===== src/rtl/p_bank_ctrl.sv =====
// Command sequencer for a bank of asynchronous P state cells: turns WRITE/READ/RESET/SETIN
// requests into timed setup/enable/hold pulses and returns synchronized cell outputs.
module p_bank_ctrl #(
    parameter int NUM_CELLS = 8,
    parameter int SETUP_CYC = 2,
    parameter int EN_CYC    = 1,
    parameter int HOLD_CYC  = 2,
    parameter int RST_CYC   = 4
) (
    input  logic                 clk,
    input  logic                 rst_n,
    input  logic                 req_valid,
    output logic                 req_ready,
    input  logic [1:0]           req_op,
    input  logic [NUM_CELLS-1:0] req_mask,
    input  logic [NUM_CELLS-1:0] req_data,
    output logic                 done,
    output logic [NUM_CELLS-1:0] rsp_data,
    output logic                 p_rst,
    output logic [NUM_CELLS-1:0] p_en,
    output logic [NUM_CELLS-1:0] p_fb,
    output logic [NUM_CELLS-1:0] p_in,
    input  logic [NUM_CELLS-1:0] p_out
);

    localparam int MAX_A   = (SETUP_CYC > EN_CYC) ? SETUP_CYC : EN_CYC;
    localparam int MAX_B   = (HOLD_CYC > RST_CYC) ? HOLD_CYC : RST_CYC;
    localparam int MAX_CYC = (MAX_A > MAX_B) ? MAX_A : MAX_B;
    localparam int CW      = $clog2(MAX_CYC + 1);

    localparam logic [CW-1:0] SETUP_N = CW'(SETUP_CYC);
    localparam logic [CW-1:0] EN_N    = CW'(EN_CYC);
    localparam logic [CW-1:0] HOLD_N  = CW'(HOLD_CYC);
    localparam logic [CW-1:0] RST_N   = CW'(RST_CYC);
    localparam logic [CW-1:0] CNT_ONE = CW'(1);

    localparam logic [1:0] OP_WRITE = 2'b00;
    localparam logic [1:0] OP_RESET = 2'b01;
    localparam logic [1:0] OP_READ  = 2'b10;
    localparam logic [1:0] OP_SETIN = 2'b11;

    typedef enum logic [2:0] {
        INIT_RST,
        IDLE,
        SETUP,
        ENABLE,
        RST_PH,
        HOLD,
        DONE_ST
    } state_t;

    state_t                 state, state_n;
    logic [CW-1:0]          cnt, cnt_n;
    logic [NUM_CELLS-1:0]   en_mask;
    logic [NUM_CELLS-1:0]   sync_p0;
    logic                   accept;
    logic                   hold_last;

    assign accept    = req_valid && req_ready;
    assign hold_last = (state == HOLD) && (cnt == HOLD_N);

    // Every timed phase is entered with cnt=1 and left when cnt reaches its length.
    // Reset parks cnt at 0 so the release edge itself counts as the first init cycle.
    always_comb begin
        state_n = state;
        cnt_n   = cnt + 1'b1;
        case (state)
            INIT_RST: begin
                if (cnt == RST_N) begin
                    state_n = IDLE;
                    cnt_n   = '0;
                end
            end
            IDLE: begin
                cnt_n = CNT_ONE;
                if (accept) begin
                    case (req_op)
                        OP_WRITE: state_n = SETUP;
                        OP_RESET: state_n = RST_PH;
                        default:  state_n = HOLD;
                    endcase
                end
            end
            SETUP: begin
                if (cnt == SETUP_N) begin
                    state_n = ENABLE;
                    cnt_n   = CNT_ONE;
                end
            end
            ENABLE: begin
                if (cnt == EN_N) begin
                    state_n = HOLD;
                    cnt_n   = CNT_ONE;
                end
            end
            RST_PH: begin
                if (cnt == RST_N) begin
                    state_n = HOLD;
                    cnt_n   = CNT_ONE;
                end
            end
            HOLD: begin
                if (cnt == HOLD_N) begin
                    state_n = DONE_ST;
                    cnt_n   = '0;
                end
            end
            DONE_ST: begin
                state_n = IDLE;
                cnt_n   = '0;
            end
            default: begin
                state_n = INIT_RST;
                cnt_n   = '0;
            end
        endcase
    end

    always_ff @(posedge clk) begin
        if (!rst_n) begin
            state <= INIT_RST;
            cnt   <= '0;
        end else begin
            state <= state_n;
            cnt   <= cnt_n;
        end
    end

    // Outputs are decoded from the next state so every cell control line is a flop.
    always_ff @(posedge clk) begin
        if (!rst_n) begin
            p_rst     <= 1'b1;
            p_en      <= '0;
            p_fb      <= '0;
            p_in      <= '0;
            req_ready <= 1'b0;
            done      <= 1'b0;
            rsp_data  <= '0;
            sync_p0   <= '0;
        end else begin
            p_rst     <= (state_n == INIT_RST) || (state_n == RST_PH);
            p_en      <= (state_n == ENABLE) ? en_mask : '0;
            req_ready <= (state_n == IDLE);
            done      <= (state_n == DONE_ST);
            sync_p0   <= p_out;
            if (accept && (req_op == OP_WRITE))
                p_fb <= req_data;
            if (accept && (req_op == OP_SETIN))
                p_in <= req_data;
            // rsp_data is the second synchronizer flop on this edge, so a cell change
            // launched at accept time is already visible after a two-cycle hold.
            if (hold_last)
                rsp_data <= sync_p0;
        end
    end

    always_ff @(posedge clk) begin
        if (accept && (req_op == OP_WRITE))
            en_mask <= req_mask;
    end

endmodule


===== config.mk =====
export PLATFORM = sky130hd
export DESIGN_NAME = p_bank_ctrl
export DESIGN_NICKNAME = d
export VERILOG_FILES = /design/src/rtl/p_bank_ctrl.sv
export SDC_FILE = /design/constraint.sdc
export NUM_CORES = 1
export LEC_CHECK = 0
export CELL_PAD_IN_SITES_DETAIL_PLACEMENT = 0
export CELL_PAD_IN_SITES_GLOBAL_PLACEMENT = 1
export CORE_ASPECT_RATIO = 1.25
export CORE_MARGIN = 8
export CORE_UTILIZATION = 30
export CTS_CLUSTER_DIAMETER = 150
export CTS_CLUSTER_SIZE = 8
export DETAILED_ROUTE_END_ITERATION = 16
export PLACE_DENSITY_LB_ADDON = 0.1
export SLEW_MARGIN = 25
export SYNTH_ARGS = -nofsm -noshare
export SYNTH_HDL_FRONTEND = slang
export SYNTH_SLANG_ARGS = --single-unit
export TNS_END_PERCENT = 50

===== constraint.sdc =====
create_clock -name clk -period 2.3 [get_ports clk]
set_input_delay 0.46 -clock clk [delete_from_list [all_inputs] [get_ports clk]]
set_output_delay 0.46 -clock clk [all_outputs]
set_load 0.02 [all_outputs]

==> run_results.csv, run 1 <==
group,metric,value,unit
cts,cts_resized,0,
cts,clk_pin_slew,0.07,ns
worst_setup_path,end_kind,"output port",
cells_and_area,nFillCells,784,
cts,cts_buffer_depth,2,
cts,insertion_delay,0.34,ns
yosys,syn_inst,224,
worst_setup_path,cp_slowest_cell,"clkdlybuf4s50_1",
run,maxCapViolCount,0,
placement,hpwl,3950,um
yosys,async_reset_ff_share,0,%
pwr,total_power,0.00225,W
timing,period_share,82.6,%
yosys,yosys-top-cells-area,"dfxtp_1 45%, edfxtp_1 11%, nand2_1 6.1%",
pwr,p_leak,1.08,nW
cts,cts_hold_buf,0,
yosys,ys_types,47,
cells_and_area,layout.nets,324,
timing,layout_min_cycle_time,1.90,ns
global_routing,grt_max_degree,30,
placement,gp_congestion,0.773,
global_routing,grt_pass1_wl,9270,um
timing,setup-violations-final,0,
cts,htree_levels,3,
worst_setup_path,critPathTopFamily,"buffers and inverters",
yosys,synthAdderAreaFrac,2.27,%
global_routing,antenna_found_initial,0,
detailed_routing,avgViaCountPerCell,4.58,
global_routing,grt_use_total,11.5,%
timing,finalSetupTns,0,ns
yosys,synth_fp_nets,257,
worst_setup_path,critical_path_class,"flop to output port",
timing,slew_viol_final,0,
outcome,outcome,"complete, no violations",
cells_and_area,n_antenna_cell,0,
placement,io_buffers,63,
yosys,ys_ff_latch,57,
cells_and_area,synthToLayoutAreaGrowth,40.8,%
worst_setup_path,path_buf_inv,1,
detailed_routing,wire_per_inst,14.6,um
global_routing,grt_pass1_vias,1944,
yosys,synthSimpleGateAreaFrac,21.0,%
cells_and_area,drive_gt1_share,8.78,%
cts,cts_tree,"done",
worst_setup_path,rrSetupSlack,0.52,ns
detailed_routing,drtAntennaViolNets,0,
yosys,synth.area.mux_share,3.63,%
cts,cts_setup_buffers,0,
yosys,syn_avg_cell_area,9.84,um2
timing,hold_viol_final,0,
worst_setup_path,cpPeakStageDelay,0.65,ns
timing,fin_skew,0.00855,ns
detailed_routing,drt_iter0_drc,68,
floorplan,core,7270,um2
detailed_routing,dr_total_vias,1777,
detailed_routing,wirelength,5680,um
yosys,ys_seq_area_share,55.4,%
yosys,synth_top_area_share,44.5,%
timing,fmax,526,MHz
pwr,peakVddDrop,392,uV
yosys,synth_xor_area_share,0.398,%
yosys,synth_top_family_by_area,"simple AND/OR/NAND/NOR gates",
worst_hold_path,hp-class,"flop to flop",
yosys,yosys.area.top_type,"dfxtp_1",
pwr,power_per_cell_area,727,nW/um2
timing,rsz0062_at_grt,"false",
cts,cts.sinks,57,
timing,relSlewSlack,72.5,%
floorplan,die_width,92.7,um
detailed_routing,dr.pass1.iters,4,
worst_setup_path,startpoint_type,"flop",
detailed_routing,post-route-drc-count,0,
timing,worst_pin_slew,0.412,ns
placement,place_ws,0.287,ns
worst_setup_path,crit_required,1.84,ns
floorplan,row_count,35,
floorplan,die_h,112,um
yosys,synth-main-ff-cell,"dfxtp_1",
global_routing,grt.overflow.total,0,
yosys,syn_area,2200,um2
yosys,synth_compound_area_share,13.1,%
yosys,synth-edff-count,8,
floorplan,start_util,30.3,%
cts,numCtsBuffers,9,
timing,worst_slack,0.399,ns
worst_setup_path,arrival,1.44,ns
yosys,yosysWarnings,0,
floorplan,dieArea,10400,um2
cts,root_buffer,"clkbuf_8",
worst_setup_path,crit_chain,"clkdlybuf4s50_1",
floorplan,boundaryPins,64,
worst_setup_path,critPathMaxFanout,6,
==> state kept, by name, summed over array words and instances (netlist names) <==
name       cells
p_en           8
state          3
sync_p0        8
p_fb           8
p_in           8
cnt            3
p_rst          1
en_mask        8
req_ready      1
rsp_data       8
done           1
==> power by group <==
part / total [W] / internal [W] / switching (W)
logic: 0.000275 / 0.000135 / 0.000141
clock network: 0.000896 / 0.000492 / 0.000404
registers: 0.00108 / 0.00105 / 0.0000371
==> stage by stage <==
step / cells / utilization, % / cell area, um2 / hold WS, ns
after floorplan: 224 / - / 2200 / 0.440
after global placement: 372 / 40.1 / 2920 / 0.445
after detailed placement: 372 / 40.1 / 2920 / 0.448
after CTS: 388 / 42.7 / 3100 / 0.459
after global routing: 388 / 42.7 / 3100 / 0.479
final: 388 / 42.7 / 3100 / 0.453
==> synthesized netlist by cell type, types with 3 or more instances <==
| cell type | count |
|---|---|
| dfxtp_1 | 49 |
| nand2_1 | 36 |
| a21oi_1 | 17 |
| nor2_1 | 16 |
| o21ai_0 | 10 |
| nor3_1 | 9 |
| and2_1 | 8 |
| edfxtp_1 | 8 |
| mux2i_1 | 8 |
| clkbuf_1 | 5 |
| inv_1 | 5 |
| ha_1 | 4 |
| a31oi_1 | 3 |
| buf_6 | 3 |
| nand3_1 | 3 |
| o22ai_1 | 3 |
==> cells by family after synthesis <==
group,after synthesis
xor gates and xnor gates,1
DFF,57
and+or+nand+nor,91
AOI/OAI and AO/OA,45
muxes,8
adders and majority gates,4
buffers and inverters,18
==> worst paths after layout <==
| kind | startpoint | depth (start not counted) | endpoint |
|---|---|---|---|
| worst max register to register | cnt[0] | 6 | rsp_data[3] |
| worst max-delay path | req_ready | 1 | req_ready |
| worst min register to register | p_in[2] | 2 | p_in[2] |
| worst min-delay path | p_in[2] | 2 | p_in[2] |
==> cell usage in the layout (no fill, tap or decap), drive strengths merged, types with 2 or more instances in the layout <==
master / count
a21oi: 17
a31oi: 3
and2: 8
and2b: 2
buf: 5
clkbuf: 10
clkdlybuf4s50: 63
clkinv: 4
dfxtp: 49
edfxtp: 8
ha: 4
inv: 6
mux2i: 8
nand2: 36
nand2b: 2
nand3: 4
nand3b: 2
nand4: 2
nor2: 18
nor2b: 2
nor3: 9
o211ai: 2
o21ai: 11
o21bai: 2
o22ai: 3
==> area by class of cell <==
cell class | instances | area, um2 | area share [%]
clock buffer | 10 | 128 | 4.11
tap | 92 | 115 | 3.71
multi-input combinational | 149 | 888 | 28.6
inverter | 6 | 22.5 | 0.726
sequential | 57 | 1220 | 39.4
clock inverter | 6 | 58.8 | 1.90
timing repair buffer | 68 | 668 | 21.5
==> metal layers <==
| layer | track usage, % | part of all wire [%] |
|---|---|---|
| met5 | 0 | 0 |
| met4 | 6.47 | 2.2 |
| met3 | 4.37 | 5.5 |
| met2 | 18.9 | 49 |
| met1 | 12.3 | 43 |
(Power assumes the default switching activity.)
==> run 2: changes to the inputs <==
==> constraint.sdc (replaced) <==
create_clock -name clk -period 1.9 [get_ports clk]
set_input_delay 0.38 -clock clk [delete_from_list [all_inputs] [get_ports clk]]
set_output_delay 0.38 -clock clk [all_outputs]
set_load 0.02 [all_outputs]
==> run 2 against run 1 <==
Utilization up 0.36 points. Worst hold slack about the same. Largest power group unchanged. Clock skew up 0.0032 ns. Sequential share of layout area down 0.33 points. Final cell count up 0.52%. Critical path depth unchanged. Global-route usage down 0.070 points. Cell area up 0.85%. Sequential cell count unchanged. First-iteration DRC count down 5.9%. Largest cell class unchanged.
==> run_results.csv, run 2 (synthesized netlist as in run 1, its figures left out) <==
group,metric,value,unit
floorplan,dieArea,10400,um2
floorplan,die_width,92.7,um
worst_setup_path,cp_slowest_cell,"clkdlybuf4s50_1",
detailed_routing,top_layer,"met4",
global_routing,grt.overflow.total,0,
global_routing,grt_use_total,11.4,%
worst_setup_path,crit_chain,"clkdlybuf4s50_1",
cells_and_area,final_cell_mix,"63 x clkdlybuf4s50_1, 49 x dfxtp_1, 36 x nand2_1",
global_routing,antenna_found_initial,0,
timing,hold_viol_final,0,
cells_and_area,final_cells,390,
detailed_routing,wirelength,5560,um
worst_setup_path,startpoint_type,"flop",
cts,cts_buffer_depth,2,
detailed_routing,met3_length,416,um
placement,dpl.cell_count,374,
timing,layout_min_cycle_time,1.79,ns
placement,gp_congestion,0.723,
cts,clk_pin_slew,0.07,ns
pwr,power_per_cell_area,885,nW/um2
timing,finalSetupTns,0,ns
cts,htree_levels,3,
cells_and_area,drive_gt1_share,10.1,%
cells_and_area,final_common_cell,"clkdlybuf4s50_1",
global_routing,grt_pass1_wl,9340,um
cells_and_area,synthToLayoutAreaGrowth,42.0,%
worst_setup_path,end_kind,"output port",
worst_setup_path,critical_path_class,"flop to output port",
cts,insertion_delay,0.33,ns
cts,root_buffer,"clkbuf_8",
pwr,peakVddDrop,411,uV
timing,setup-violations-final,0,
cts,cts.sinks,57,
cts,cts_resized,0,
cts,cts_tree,"done",
detailed_routing,dr.pass1.iters,4,
detailed_routing,wl_met2,2770,um
detailed_routing,avgViaCountPerCell,4.62,
floorplan,row_count,35,
timing,rsz0062_at_grt,"false",
global_routing,grt_max_degree,30,
worst_setup_path,path_buf_inv,1,
worst_setup_path,crit_required,1.52,ns
cts,cts_hold_buf,0,
placement,place_ws,-0.0461,ns
timing,worst_pin_slew,0.432,ns
detailed_routing,wl_met1,2240,um
worst_setup_path,critPathTopFamily,"buffers and inverters",
detailed_routing,wire_per_inst,14.2,um
detailed_routing,post-route-drc-count,0,
worst_setup_path,arrival,1.41,ns
worst_setup_path,cpPeakStageDelay,0.65,ns
floorplan,start_util,30.3,%
timing,slew_viol_final,0,
timing,worst_slack,0.105,ns
detailed_routing,dr_total_vias,1800,
floorplan,core,7270,um2
worst_setup_path,timing.rr.end,"req_ready",
worst_setup_path,cp.depth,1,
placement,io_buffers,63,
detailed_routing,drtAntennaViolNets,0,
cells_and_area,n_antenna_cell,0,
timing,fin_hold_ws,0.453,ns
outcome,outcome,"complete, no violations",
worst_setup_path,cp-startpoint,"req_ready",
worst_setup_path,critPathMaxFanout,6,
timing,fin_skew,0.0117,ns
floorplan,die_h,112,um
pwr,p_leak,1.10,nW
global_routing,grt_pass1_vias,1908,
worst_setup_path,reg2regPathDepth,7,
detailed_routing,drt_iter0_drc,64,
worst_setup_path,rrSetupSlack,0.15,ns
cells_and_area,layout.nets,326,
worst_hold_path,hp-class,"flop to flop",
worst_setup_path,crit_end,"req_ready",
worst_hold_path,holdPathStages,2,
timing,fmax,557,MHz
cts,cts_setup_buffers,0,
timing,period_share,94.5,%
floorplan,boundaryPins,64,
placement,hpwl,3960,um
timing,relSlewSlack,71.2,%
run,maxCapViolCount,0,
cts,numCtsBuffers,9,
worst_setup_path,r2r_start,"cnt[0]",
-- run 2: cell count changes in the layout (fill, tap and decap cells not counted), sizes merged --
cell / previous run / this run
clkinv: 4 / 3
clkbuf: 10 / 11
buf: 5 / 7
-- run 2: worst min path at each step --
stage	from	to
2_1_floorplan	sync_p0[0]	rsp_data[0]
3_3_place_gp	p_in[5]	p_in[5]
3_5_place_dp	p_in[5]	p_in[5]
4_1_cts	p_in[5]	p_in[5]
5_1_grt	p_fb[0]	p_fb[0]
6_report	p_in[5]	p_in[5]
-- run 2: per-stage QoR --
| stage | total power, W | area [um2] | util (%) |
|---|---|---|---|
| after floorplan | 0.00152 | 2200 | - |
| after global placement | 0.00167 | 2930 | 40.3 |
| after detailed placement | 0.00167 | 2930 | 40.3 |
| after CTS | 0.00281 | 3130 | 43.0 |
| after global routing | 0.00291 | 3130 | 43.0 |
| final | 0.00277 | 3130 | 43.0 |
-- run 2: report_power, final --
group	switching (W)	total, W	internal [W]
combinational	0.000167	0.000332	0.000165
sequential	0.0000440	0.00131	0.00127
clock	0.000488	0.00113	0.000639
-- run 2: layout make-up --
type	instances	area [um2]
well taps	92	115
multi-input cells	149	888
flip-flops and latches	57	1220
clock buffers	11	141
inverters	6	22.5
repair buffers	70	683
fillers	749	4140
clock inverters	5	56.3
-- run 2: layer usage --
| metal | GRT usage [%] | vias up |
|---|---|---|
| met4 | 6.47 | 0 |
| met2 | 18.9 | 47 |
| li1 | - | 905 |
| met3 | 4.71 | 11 |
| met5 | 0 | - |
| met1 | 11.8 | 837 |
==> run 3: changes to the inputs <==
--- a/config.mk
+++ b/config.mk
@@ -9,7 +9,7 @@
 export CELL_PAD_IN_SITES_GLOBAL_PLACEMENT = 1
 export CORE_ASPECT_RATIO = 1.25
 export CORE_MARGIN = 8
-export CORE_UTILIZATION = 30
+export CORE_UTILIZATION = 35
 export CTS_CLUSTER_DIAMETER = 150
 export CTS_CLUSTER_SIZE = 8
 export DETAILED_ROUTE_END_ITERATION = 16
==> run 3 against run 2 <==
Sequential cell count unchanged. Sequential share of layout area increased by 0.24 points. Combinational power about the same. Via count is 0.39% higher. Die area shrank 12%. Clock-buffer cell count down 1. Clock skew decreased by 0.0057 ns. Setup slack better by 0.013 ns. Utilization increased by 7.7 points. Cell area shrank 0.60%. Routed wire length down 2.3%. Sequential power barely moved. Critical endpoint unchanged.
==> run_results.csv, run 3 (synthesized netlist as in run 1, its figures left out) <==
group,metric,value,unit
outcome,outcome,"complete, no violations",
cts,cts_tree,"done",
pwr,p_leak,1.09,nW
timing,finalSetupTns,0,ns
cts,root_buffer,"clkbuf_8",
timing,fin_skew,0.00600,ns
cts,htree_levels,3,
placement,hpwl,3940,um
timing,relSlewSlack,73.2,%
worst_setup_path,path_buf_inv,1,
detailed_routing,wire_per_inst,14.1,um
global_routing,grt_pass1_wl,9230,um
cts,numCtsBuffers,9,
floorplan,row_count,32,
floorplan,boundaryPins,64,
timing,layout_min_cycle_time,1.78,ns
cts,clk_pin_slew,0.06,ns
pwr,peakVddDrop,525,uV
global_routing,antenna_found_initial,0,
global_routing,grt_use_total,12.9,%
detailed_routing,drtAntennaViolNets,0,
worst_setup_path,rrSetupSlack,0.19,ns
global_routing,grt_max_degree,30,
cells_and_area,final_cells,386,
floorplan,dieArea,9110,um2
cells_and_area,fin_util,50.8,%
cts,cts_setup_buffers,0,
cells_and_area,drive_gt1_share,11.0,%
floorplan,start_util,36.0,%
worst_setup_path,arrival,1.40,ns
worst_setup_path,critical_path_class,"flop to output port",
timing,hold_viol_final,0,
worst_setup_path,critPathMaxFanout,6,
cells_and_area,final_cell_mix,"63 x clkdlybuf4s50_1, 49 x dfxtp_1, 36 x nand2_1",
timing,period_share,93.8,%
detailed_routing,dr_total_vias,1807,
floorplan,die_h,105,um
worst_setup_path,startpoint_type,"flop",
cells_and_area,final_common_cell,"clkdlybuf4s50_1",
cts,cts.sinks,57,
worst_setup_path,cp_slowest_cell,"clkdlybuf4s50_1",
cells_and_area,n_antenna_cell,0,
cts,cts_buffer_depth,2,
placement,gp_congestion,0.762,
worst_setup_path,cpPeakStageDelay,0.65,ns
detailed_routing,dr.pass1.iters,4,
timing,slew_viol_final,0,
detailed_routing,avgViaCountPerCell,4.68,
cts,insertion_delay,0.33,ns
floorplan,die_width,87.0,um
timing,rsz0062_at_grt,"false",
worst_hold_path,holdPathStages,2,
cells_and_area,synthToLayoutAreaGrowth,41.1,%
detailed_routing,post-route-drc-count,0,
worst_setup_path,cp.depth,1,
placement,io_buffers,63,
worst_setup_path,crit_required,1.52,ns
worst_setup_path,critPathTopFamily,"buffers and inverters",
pwr,power_per_cell_area,833,nW/um2
global_routing,grt.overflow.total,0,
worst_hold_path,hp-class,"flop to flop",
cells_and_area,layout.nets,329,
timing,fmax,561,MHz
global_routing,grt_pass1_vias,1897,
detailed_routing,drt_iter0_drc,76,
detailed_routing,wirelength,5430,um
worst_setup_path,crit_chain,"clkdlybuf4s50_1",
floorplan,core,6130,um2
timing,setup-violations-final,0,
cts,cts_hold_buf,0,
worst_setup_path,end_kind,"output port",
timing,worst_pin_slew,0.402,ns
run,maxCapViolCount,0,
worst_setup_path,reg2regPathDepth,6,
placement,dpl.cell_count,370,
## run 3: changes by cell type in the layout (fill, tap and decap cells not counted)
cell       before  now
clkbuf_8       10    9
ha_1            4    3
bufinv_16       1    0
buf_4           7   10
clkinv_1        0    1
clkinv_2        2    3
ha_2            0    1
## run 3: layout make-up
type	count	area (um2)
fill	585	3020
sequential	57	1220
multi-input combinational	149	891
timing repair buffer	73	706
clock buffer	10	128
tap	85	106
clock inverter	6	35.0
inverter	6	22.5
## run 3: metrics by stage
stage,power [W],hold slack (ns),setup WS [ns],cell area [um2]
after floorplan,0.00152,0.440,0.369,2200
after global placement,0.00167,0.442,0.0279,2940
after detailed placement,0.00167,0.450,0.0347,2940
after CTS,0.00262,0.456,0.0886,3110
after global routing,0.00272,0.478,0.0140,3110
final,0.00259,0.455,0.118,3110
## run 3: worst min-delay path, stage by stage (launching register included)
cell and delay [ns]:
dfxtp_1 0.31, nand2_1 0.05, a21oi_1 0.05
## run 3: power breakdown
group          switching, W  total (W)  internal (W)
clock              0.000479   0.000942      0.000463
sequential        0.0000472    0.00131       0.00127
combinational      0.000165   0.000335      0.000170
## run 3: routing by layer
layer  vias to the layer above  GRT usage (%)  part of all wire (%)
li1                        913              -                     -
met1                       841           13.9                    41
met2                        44           21.4                    50
met3                         9           4.31                   6.6
met4                         0           7.41                   1.9
met5                         -              0                     0
## run 3: repair_timing
action	4_1_cts	5_1_grt
endpoints found under the setup margin	0	3
hold endpoints to repair	0	0
resized for setup	0	1
## run 3: path summary, 6_finish.rpt
| path | from | end |
|---|---|---|
| worst max-delay path | req_ready | req_ready |
| worst min register to register | p_in[6] | p_in[6] |
| worst max register to register | cnt[1] | p_en[4] |
| worst min-delay path | p_in[6] | p_in[6] |
